**config.mk**
```make
export PLATFORM = sky130hd
export DESIGN_NAME = gcd_engine
export DESIGN_NICKNAME = d
export VERILOG_FILES = /design/src/rtl/gcd_engine.sv
export SDC_FILE = /design/constraint.sdc
export NUM_CORES = 1
export LEC_CHECK = 0
export BUFFER_PORTS_ARGS = -buffer_cell sky130_fd_sc_hd__buf_2
export CAP_MARGIN = 20
export CORE_ASPECT_RATIO = 2
export CORE_MARGIN = 1.5
export CORE_UTILIZATION = 59
export DETAILED_ROUTE_END_ITERATION = 12
export PLACE_DENSITY = 0.83
export SYNTH_ARGS = -nofsm -noshare
export SYNTH_HDL_FRONTEND = slang
export SYNTH_SLANG_ARGS = --single-unit
```
**constraint.sdc**
```tcl
create_clock -name clk -period 4.5 [get_ports clk]
set_input_delay 0.225 -clock clk [delete_from_list [all_inputs] [get_ports clk]]
set_output_delay 0.225 -clock clk [all_outputs]
set_load 0.05 [all_outputs]
```
**src/rtl/gcd_engine.sv**
```systemverilog
// Subtract/swap Euclid GCD engine; optional SUB-cycle counter enabled by defining GCD_ITER_COUNT_EN.
// start is taken only in IDLE, done pulses one cycle after the terminating CHECK, abort drops the run silently.
module gcd_engine #(
    parameter int WIDTH = 8,
    parameter int CNT_W = 16
) (
    input  logic             clk,
    input  logic             reset,
    input  logic             start,
    input  logic             abort,
    input  logic [WIDTH-1:0] a,
    input  logic [WIDTH-1:0] b,
    output logic             busy,
    output logic             done,
    output logic [WIDTH-1:0] result
`ifdef GCD_ITER_COUNT_EN
    ,
    output logic [CNT_W-1:0] iter_count
`endif
);

    typedef enum logic [1:0] {
        S_IDLE,
        S_CHECK,
        S_SWAP,
        S_SUB
    } state_e;

    state_e           state_q, state_d;
    logic [WIDTH-1:0] x_q, x_d;
    logic [WIDTH-1:0] y_q, y_d;
    logic [WIDTH-1:0] res_q, res_d;
    logic             done_q, done_d;

`ifdef GCD_ITER_COUNT_EN
    logic [CNT_W-1:0] cnt_q, cnt_d;
    logic [CNT_W-1:0] iter_q, iter_d;
    localparam logic [CNT_W-1:0] CntOne = {{(CNT_W-1){1'b0}}, 1'b1};
`endif

    if (WIDTH < 2 || CNT_W < 1) begin : g_param_check
        $error("gcd_engine: WIDTH must be >= 2 and CNT_W >= 1");
    end

    always_comb begin
        state_d = state_q;
        x_d     = x_q;
        y_d     = y_q;
        res_d   = res_q;
        done_d  = 1'b0;
`ifdef GCD_ITER_COUNT_EN
        cnt_d   = cnt_q;
        iter_d  = iter_q;
`endif
        // abort outranks everything, including a start presented in IDLE
        if (abort) begin
            state_d = S_IDLE;
        end else begin
            unique case (state_q)
                S_IDLE: begin
                    if (start) begin
                        x_d     = a;
                        y_d     = b;
`ifdef GCD_ITER_COUNT_EN
                        cnt_d   = '0;
`endif
                        state_d = S_CHECK;
                    end
                end
                S_CHECK: begin
                    if (x_q == '0) begin
                        res_d   = y_q;
                        done_d  = 1'b1;
`ifdef GCD_ITER_COUNT_EN
                        iter_d  = cnt_q;
`endif
                        state_d = S_IDLE;
                    end else if (y_q == '0) begin
                        res_d   = x_q;
                        done_d  = 1'b1;
`ifdef GCD_ITER_COUNT_EN
                        iter_d  = cnt_q;
`endif
                        state_d = S_IDLE;
                    end else if (x_q >= y_q) begin
                        state_d = S_SUB;
                    end else begin
                        state_d = S_SWAP;
                    end
                end
                S_SWAP: begin
                    x_d     = y_q;
                    y_d     = x_q;
                    state_d = S_SUB;
                end
                S_SUB: begin
                    // x_q >= y_q is guaranteed on entry, so this cannot wrap
                    x_d     = x_q - y_q;
`ifdef GCD_ITER_COUNT_EN
                    if (!(&cnt_q)) begin
                        cnt_d = cnt_q + CntOne;
                    end
`endif
                    state_d = S_CHECK;
                end
                default: state_d = S_IDLE;
            endcase
        end
    end

    always_ff @(posedge clk) begin
        if (reset) begin
            state_q <= S_IDLE;
            x_q     <= '0;
            y_q     <= '0;
            res_q   <= '0;
            done_q  <= 1'b0;
`ifdef GCD_ITER_COUNT_EN
            cnt_q   <= '0;
            iter_q  <= '0;
`endif
        end else begin
            state_q <= state_d;
            x_q     <= x_d;
            y_q     <= y_d;
            res_q   <= res_d;
            done_q  <= done_d;
`ifdef GCD_ITER_COUNT_EN
            cnt_q   <= cnt_d;
            iter_q  <= iter_d;
`endif
        end
    end

    assign busy   = (state_q != S_IDLE);
    assign done   = done_q;
    assign result = res_q;
`ifdef GCD_ITER_COUNT_EN
    assign iter_count = iter_q;
`endif

endmodule
```
==> results of run 1 <==
[area by class of cell]
type	instances	area (µm²)	share of cell area
clock buffers	3	41.29	0.02052
clock inverters	1	5.005	0.002488
inverters	21	78.83	0.03918
multi-input cells	161	1156	0.5746
flip-flops and latches	27	540.5	0.2687
well taps	30	37.54	0.01866
repair buffers	30	152.6	0.07587
[critical path, cell delays in order (launching register included)]
cell and delay, ns:
dfxtp_1 0.35, inv_1 0.10, ha_1 0.73, mux2i_1 0.16, nor2_1 0.73, nor2_1 0.12, a211oi_1 0.28
[layer usage]
layer	routed length (µm)	vias up
li1	-	882
met3	151	12
met5	0	-
met1	1828	845
met4	138	0
met2	2405	49
[state kept, by name, indices dropped and copies added, names as in the netlist]
name,cells
result,8
x_q,8
y_q,8
state_q,2
done,1
[power groups by stage]
| stage | registers (mW) | clock network (mW) | logic (mW) |
|---|---|---|---|
| 2_1_floorplan | 0.285 | 0 | 0.143 |
| 3_3_place_gp | 0.277 | 0 | 0.188 |
| 3_5_place_dp | 0.279 | 0 | 0.192 |
| 4_1_cts | 0.273 | 0.139 | 0.193 |
| 5_1_grt | 0.276 | 0.150 | 0.215 |
| 6_report | 0.274 | 0.139 | 0.194 |
[path summary, 6_finish.rpt]
path	to	slack, ns	start
min	x_q[1]	0.22	a[1]
max reg2reg	y_q[4]	1.93	state_q[0]
max	y_q[4]	1.93	state_q[0]
min reg2reg	result[0]	0.45	result[0]
[cell families after synthesis]
logic type | count (synthesis)
AOI/OAI and AO/OA | 67
adders and majority gates | 13
muxes | 10
xor gates and xnor gates | 1
and+or+nand+nor | 70
DFF | 27
buffers and inverters | 35
[synth_stat cells (2+ instances only)]
master     instances  area [µm²]
nand2_1            9       33.78
a21oi_1            4       20.02
nand4b_1           2       17.52
o21ai_0            4       20.02
nand3_1            3       15.01
o21a_1             4       30.03
a2111oi_1          6       60.06
nor2b_1            4       25.02
o211ai_1           3       22.52
ha_1              12       150.1
a22oi_1            6       45.04
o21bai_1           3       22.52
inv_1             21       78.83
nor2_1            24       90.09
mux2i_1           10       100.1
a211oi_1          20       150.1
buf_6              2       22.52
clkbuf_1           8       30.03
nand4_1            3       18.77
nand2b_1           2       12.51
a211o_1            2       17.52
nor4_1             2       12.51
nor3_1            10       50.05
a311oi_1           5       43.79
dfxtp_1           27       540.5
a31oi_1            3       18.77
a221oi_1           2       17.52
or4_1              2       15.01
buf_1              2       7.510
nor3b_1            2       15.01
==> impl_metrics.ini, run 1 <==
[sta]
worstMarginPinSlew_ns = 0.9078
finalSetupViolations = 0
max_freq_ghz = 0.3888
setup_slack_ns = 1.928
period_share = 0.5715
finalSetupTns_ns = 0
holdWs_ns = 0.2179
finClkSkew_ns = 0.001957
hold_viol_final = 0
rsz0062_at_grt = no
slew-limit-headroom = 0.3925
slew_viol_final = 0
fin_crit_ns = 2.572

[clock_tree]
cts_made_buffers = 3
clkTransAtPathRegs_ns = 0.09
cts_tree = yes
cts_resized = 0
postCtsHoldBufs = 0
clockRootBuffer = clkbuf_8
cts.sinks = 27
cts_setup_buffers = 0
htreeDepth = 1
clock_latency_ns = 0.27
cts_buffer_depth = 2

[placed_design]
post_dp_cell_area_mm2 = 0.001966
gp_routability_congestion = 0.8370
dp_cells = 269
hpwlAfterDp_um = 3435
port-buffer-count = 29
pre_cts_ws_ns = 2.091

[yosys]
synth_edf_count = 0
synth_cell_types = 46
synthAdderAreaFrac = 0.09220
avgSynthCellArea_um2 = 8.276
synth_top_family_by_area = compound AO/OA/AOI/OAI gates
ys_seq_elements = 27
ys_seq_area_frac = 0.2929
synthMuxAreaShare = 0.05424
synth.net_count = 256
netlist_area_mm2 = 0.001846
syn_inst = 223
synth_xor_area_frac = 0.004746
synth_compound_area_frac = 0.2807
async_reset_ff_frac = 0
yosys.area_share.simple = 0.1946
synth_ff_type = dfxtp_1
ys_warn_count = 0

[status]
outcome = completed

[global_routing]
grt_pass1_vias = 1682
grt_util_met2 = 0.5015
busiest_layer = met2
globalRouteOverflowTotal = 0
use_met1 = 0.3235
antenna_found_initial = 0
grt_pass1_wl_um = 7590
grt.met3_usage = 0.01957
grtUsageTotal = 0.2769
grt_max_degree = 30

[drt]
drt.antenna.violating_nets = 0
drc = 0
wl_per_cell_um = 16.57
vias = 1788
wirelength_um = 4524
viasPerCell = 6.549
drt_iter0_markers = 69
first_pass_iters = 4

[die]
initial_core_util = 0.6197
io_pins = 30
fp-row-count = 28
die_area_mm2 = 0.003493
dieHeight_um = 82.10
dieWidth_um = 42.55
core_area_mm2 = 0.002978

[final_layout]
final_cell_mix = 29 x buf_2, 27 x dfxtp_1, 24 x nor2_1
drive_gt1_frac = 0.1564
areaGrowthSynthToFinish_pct = 9.017
diodes = 0
fin_cells = 273
stdcell_area_mm2 = 0.002012
final_net_count = 277
utilization = 0.6756
layout_commonest_cell = buf_2
num-fill-cells = 262

[worst_setup_path]
end_kind = flip-flop
cp_max_fo = 20
arrival_ns = 2.75
crit_path_start_kind = flip-flop
critical_path_required_ns = 4.68
worstRegToRegCells = 6
path_class = reg2reg

[power_and_ir_drop]
switching_share = 0.3568
combPwrFrac = 0.320
p_clk_frac = 0.229
p_seq_frac = 0.451
p_int_mw = 0.3904
power_leakage_nw = 0.7698
report.power.total_mw = 0.6069
ir_drop_v = 0.0001763
power_density_mw_per_mm2 = 301.7
p_switching_mw = 0.2165

[worst_hold_path]
whs_path_depth = 3
hold_path.class = in2reg

[flow_run]
drv_cap = 0
No activity file was read; power rests on OpenSTA's default activity.
==> run 2, diff against run 1 <==
- CORE_UTILIZATION: 59 -> 51
- PLACE_DENSITY: 0.83 -> 0.76
- clock period: 4.5 -> 2.3 ns (I/O delays scaled with it)
==> run 2 against run 1 <==
Clock-buffer cell count stayed put. Worst hold slack worse by 0.12 ns. Via count is 1.3% lower. Sequential cell count stayed put. Highest routed layer unchanged. Fmax is 22% higher. Combinational power is 110% higher. Critical path type unchanged. Wire length is 5.5% higher. Clock skew is 0.0083 ns higher. Final area is 3.9% higher. Global-route usage is 1.4 points lower. Non-clock buffer count is 7 higher.
==> impl_metrics.ini, run 2 (synthesized netlist as in run 1, its figures left out) <==
[power_and_ir_drop]
report.power.total_mw = 1.226
power_leakage_nw = 0.8052
p_seq_frac = 0.434
p_switching_mw = 0.4415
combPwrFrac = 0.328
p_clk_frac = 0.237
p_int_mw = 0.7850
ir_drop_v = 0.0004480
power_density_mw_per_mm2 = 586.6
switching_share = 0.3600

[clock_tree]
cts_setup_buffers = 0
cts_resized = 0
cts_tree = yes
clockRootBuffer = clkbuf_8
cts_made_buffers = 3
cts_buffer_depth = 2
cts.sinks = 27
clock_latency_ns = 0.28
postCtsHoldBufs = 0
clkTransAtPathRegs_ns = 0.10
htreeDepth = 1

[global_routing]
grtUsageTotal = 0.2628
globalRouteOverflowTotal = 0
grt_max_degree = 30
grt_pass1_wl_um = 7838
antenna_found_initial = 0
grt_pass1_vias = 1659

[final_layout]
utilization = 0.6121
diodes = 0
sequential_cell_area_um2 = 540.5
areaGrowthSynthToFinish_pct = 13.29
drive_gt1_frac = 0.1800
stdcell_area_mm2 = 0.002091
layout_commonest_cell = buf_2
multi_input_area_mm2 = 0.001156
final_cell_mix = 29 x buf_2, 27 x dfxtp_1, 24 x nor2_1
num-fill-cells = 326
final_net_count = 284

[worst_setup_path]
arrival_ns = 2.27
worstRegToRegCells = 7
crit_path_start_kind = flip-flop
regToRegEndpoint = state_q[0]
critical_path_required_ns = 2.46
path_class = reg2reg
cp_max_fo = 5
worst_r2r_startpoint = y_q[0]
end_kind = flip-flop
r2r_slack_ns = 0.19

[drt]
drc = 0
viasPerCell = 5.923
drt_iter0_markers = 41
first_pass_iters = 4
wl_per_cell_um = 16.01
vias = 1765
wirelength_um = 4771
drt.antenna.violating_nets = 0

[sta]
fin_crit_ns = 2.107
max_freq_ghz = 0.4747
finClkSkew_ns = 0.01029
finalSetupViolations = 0
finalSetupTns_ns = 0
slew-limit-headroom = 0.6487
worstMarginPinSlew_ns = 0.5269
slew_viol_final = 0
period_share = 0.9159
hold_viol_final = 0
holdWs_ns = 0.09518
rsz0062_at_grt = no

[die]
initial_core_util = 0.5403
die_area_mm2 = 0.004010
dieHeight_um = 88.07
core_area_mm2 = 0.003416
fp-row-count = 30
dieWidth_um = 45.54
io_pins = 30

[worst_hold_path]
hold_path.class = in2reg
holdPathEnd = x_q[1]
holdCritStartpoint = a[1]
whs_path_depth = 3

[placed_design]
post_dp_cell_area_mm2 = 0.002041
hpwlAfterDp_um = 3667
gp_routability_congestion = 0.8930
port-buffer-count = 29

[status]
outcome = completed

[flow_run]
drv_cap = 0
==> run 2: cell count changes in the layout (fill, tap and decap cells not counted) <==
cell	change
buf_4	+7
inv_6	+1
clkinv_2	-1
==> run 2: worst max-delay path, stage by stage (launching register included) <==
cell and delay [ns]:
dfxtp_1 0.42, ha_1 0.20, inv_1 0.06, fa_1 0.42, a211oi_1 0.31, o21ai_0 0.16
a221oi_1 0.28, o21ai_0 0.13
==> run 2: cell type report <==
cell class / instances / share of cell area
Multi-Input combinational cell: 161 / 0.5530
Tap cell: 48 / 0.02873
Clock buffer: 3 / 0.01975
Sequential cell: 27 / 0.2585
Timing Repair Buffer: 37 / 0.09814
Clock inverter: 1 / 0.004189
Inverter: 21 / 0.03770
==> run 2: routing by layer <==
metal	part of all wire	routed length, µm	global-route usage	vias up
met1	0.42	2013	0.3338	810
met5	0	0	0	-
met2	0.52	2471	0.4353	52
li1	-	-	-	891
met3	0.027	130	0.01443	12
met4	0.032	155	0.1230	0
==> run 2: worst max path at each step <==
stage                            end  startpoint  slack [ns]
after detailed placement  state_q[0]      y_q[0]        0.23
after floorplan            result[1]      x_q[6]        0.41
final                     state_q[0]      y_q[0]        0.19
after global routing      state_q[0]      y_q[0]       0.006
after CTS                 state_q[0]      y_q[0]        0.21
after global placement    state_q[0]      y_q[0]        0.30
==> run 2: power groups by stage <==
stage / Clock, mW / Combinational, mW / Sequential (mW)
3_5_place_dp: 0 / 0.395 / 0.543
3_3_place_gp: 0 / 0.389 / 0.541
2_1_floorplan: 0 / 0.280 / 0.558
6_report: 0.291 / 0.403 / 0.533
5_1_grt: 0.323 / 0.443 / 0.538
4_1_cts: 0.295 / 0.397 / 0.532
==> run 2: metrics by stage <==
step                      cells  setup slack (ns)
after floorplan             223            0.4074
after global placement      294            0.3042
final                       298            0.1934
after CTS                   298            0.2099
after global routing        298          0.006092
after detailed placement    294            0.2341
==> run 3, diff against run 2 <==
- ABC_AREA: not set -> 1
- REMOVE_ABC_BUFFERS: not set -> 1
==> run 3 against run 2 <==
Wire length down 13%. First-iteration DRC count down 9.8%. Via count up 2.9%. Combinational power down 3%. Sequential cell count unchanged.
==> impl_metrics.ini, run 3 <==
[status]
outcome = completed

[final_layout]
diodes = 0
drive_gt1_frac = 0.1873
final_net_count = 333
areaGrowthSynthToFinish_pct = 10.29
final_cell_mix = 67 x nand2_1, 32 x inv_1, 29 x buf_2
layout_commonest_cell = nand2_1
num-fill-cells = 385
sequential_cell_area_um2 = 540.5
multi_input_area_mm2 = 0.001141

[power_and_ir_drop]
combPwrFrac = 0.328
p_seq_frac = 0.441
power_leakage_nw = 1.068
p_int_mw = 0.7625
p_clk_frac = 0.231
p_switching_mw = 0.4237
ir_drop_v = 0.0003423
power_density_mw_per_mm2 = 570.4
report.power.total_mw = 1.186
switching_share = 0.3572

[sta]
slew_viol_final = 0
finalSetupTns_ns = 0
holdWs_ns = 0.01730
period_share = 0.7816
rsz0062_at_grt = no
fin_crit_ns = 1.798
finClkSkew_ns = 0.003153
slew-limit-headroom = 0.5691
max_freq_ghz = 0.5562
worstMarginPinSlew_ns = 0.6457
hold_viol_final = 0
finalSetupViolations = 0

[clock_tree]
cts_made_buffers = 3
cts.sinks = 27
cts_resized = 0
clockRootBuffer = clkbuf_8
cts_tree = yes
htreeDepth = 1
clkTransAtPathRegs_ns = 0.09
cts_buffer_depth = 2
clock_latency_ns = 0.27
postCtsHoldBufs = 0
cts_setup_buffers = 0

[yosys]
yosys.area_share.simple = 0.3019
yosysMostFrequentCell = nand2_1
synth_top_family_by_area = simple AND/OR/NAND/NOR gates
synth_compound_area_frac = 0.2130
async_reset_ff_frac = 0
ys_seq_elements = 27
synthMuxAreaShare = 0
synth_cell_types = 32
synthAdderAreaFrac = 0.09025
syn_inst = 273
synth_top_area_cell = dfxtp_1
ys_top_cells_by_count = 67 x nand2_1, 32 x inv_1, 27 x dfxtp_1
yosysTopAreaCellShare = 0.2867
ys_warn_count = 0
synth_edf_count = 0
ys_top_cells_by_area = dfxtp_1 29%, nand2_1 13%, ha_1 8.0%
synth_ff_type = dfxtp_1
synth_xor_area_frac = 0
ys_seq_area_frac = 0.2867
avgSynthCellArea_um2 = 6.907
netlist_area_mm2 = 0.001886

[global_routing]
grt_max_degree = 25
grtUsageTotal = 0.2304
antenna_found_initial = 0
grt_pass1_vias = 1687
grt_pass1_wl_um = 7134
globalRouteOverflowTotal = 0

[drt]
drt.antenna.violating_nets = 0
wirelength_um = 4174
viasPerCell = 5.218
wl_per_cell_um = 11.99
vias = 1816
drc = 0
drt_iter0_markers = 37
first_pass_iters = 4

[die]
fp-row-count = 31
core_area_mm2 = 0.003568
initial_core_util = 0.5284
dieWidth_um = 46.00
die_area_mm2 = 0.004093
io_pins = 30
dieHeight_um = 88.99

[worst_setup_path]
r2r_slack_ns = 0.50
worst_r2r_startpoint = x_q[0]
cp_max_fo = 3
critical_path.cell_chain = inv_1 > ha_1 > inv_1 > fa_1 > nand2_1 > nand2_1 > and2_1 > or2_0 > nand3_1 > a21oi_2
worstRegToRegCells = 10
end_kind = flip-flop
arrival_ns = 1.97
crit_slowest_cell = fa_1
path_class = reg2reg
critical_path_required_ns = 2.48
worst_path_largest_cell_delay_ns = 0.38
regToRegEndpoint = x_q[4]
crit_path_start_kind = flip-flop

[placed_design]
gp_routability_congestion = 0.9206
port-buffer-count = 29
hpwlAfterDp_um = 3295

[worst_hold_path]
hold_path.class = in2reg
holdPathEnd = done
holdCritStartpoint = reset
whs_path_depth = 2

[flow_run]
drv_cap = 0
## run 3: cell count changes after synthesis, sizes merged, moves of 9 or more
cell,change
a211oi,-20
a21oi,+21
inv,+18
mux2i,-10
nand2,+59
nand3,+9
o21ai,+25
## run 3: area by class of cell
type | instances | area share
clock buffers | 4 | 0.02166
well taps | 49 | 0.02948
repair buffers | 29 | 0.06980
flip-flops and latches | 27 | 0.2599
multi-input cells | 200 | 0.5487
inverters | 39 | 0.07040
## run 3: worst max-delay path by stage
stage	from	end	slack, ns
finish	x_q[0]	x_q[4]	0.50
CTS	x_q[0]	x_q[4]	0.53
detailed placement	x_q[0]	x_q[4]	0.54
global route	x_q[0]	x_q[4]	0.35
global placement	x_q[0]	x_q[4]	0.59
floorplan	state_q[0]	x_q[4]	0.60
## run 3: kinds of logic (layout without fill, tap and decap cells)
kind of cell             count (synthesis)  after routing
AND/OR/NAND/NOR                        120            120
flip-flops                              27             27
AO/OA/AOI/OAI                           67             67
buffers and inverters                   46             72
adder cells (fa/ha/maj)                 13             13
## run 3: layer usage
metal	track usage	up-vias	wire length, µm
met5	0	-	0
met4	0.1091	0	95
met3	0.01414	9	127
met2	0.4078	45	2284
met1	0.2667	828	1667
li1	-	934	-
## run 3: through the flow
step                  util  cells  worst slack (ns)  instance area, µm²
CTS                 0.5827    348            0.5319                2079
detailed placement  0.5701    344            0.5400                2034
floorplan                -    266            0.5972                1828
global placement    0.5701    344            0.5868                2034
global route        0.5827    348            0.3536                2079
finish              0.5827    348            0.5022                2079
## run 3: critical path: cells and delay by family, from the launching register on
kind            cells  cell delay, ns
simple gates        5            0.62
fa+ha+maj           2            0.53
flops               1            0.34
buf+inv             2            0.14
compound gates      1            0.05
## run 3: power by group through the flow
stage / Combinational (mW) / Clock [mW] / Sequential, mW
2_1_floorplan: 0.279 / 0 / 0.549
3_3_place_gp: 0.380 / 0 / 0.532
3_5_place_dp: 0.387 / 0 / 0.533
4_1_cts: 0.388 / 0.273 / 0.523
5_1_grt: 0.444 / 0.297 / 0.527
6_report: 0.389 / 0.274 / 0.523
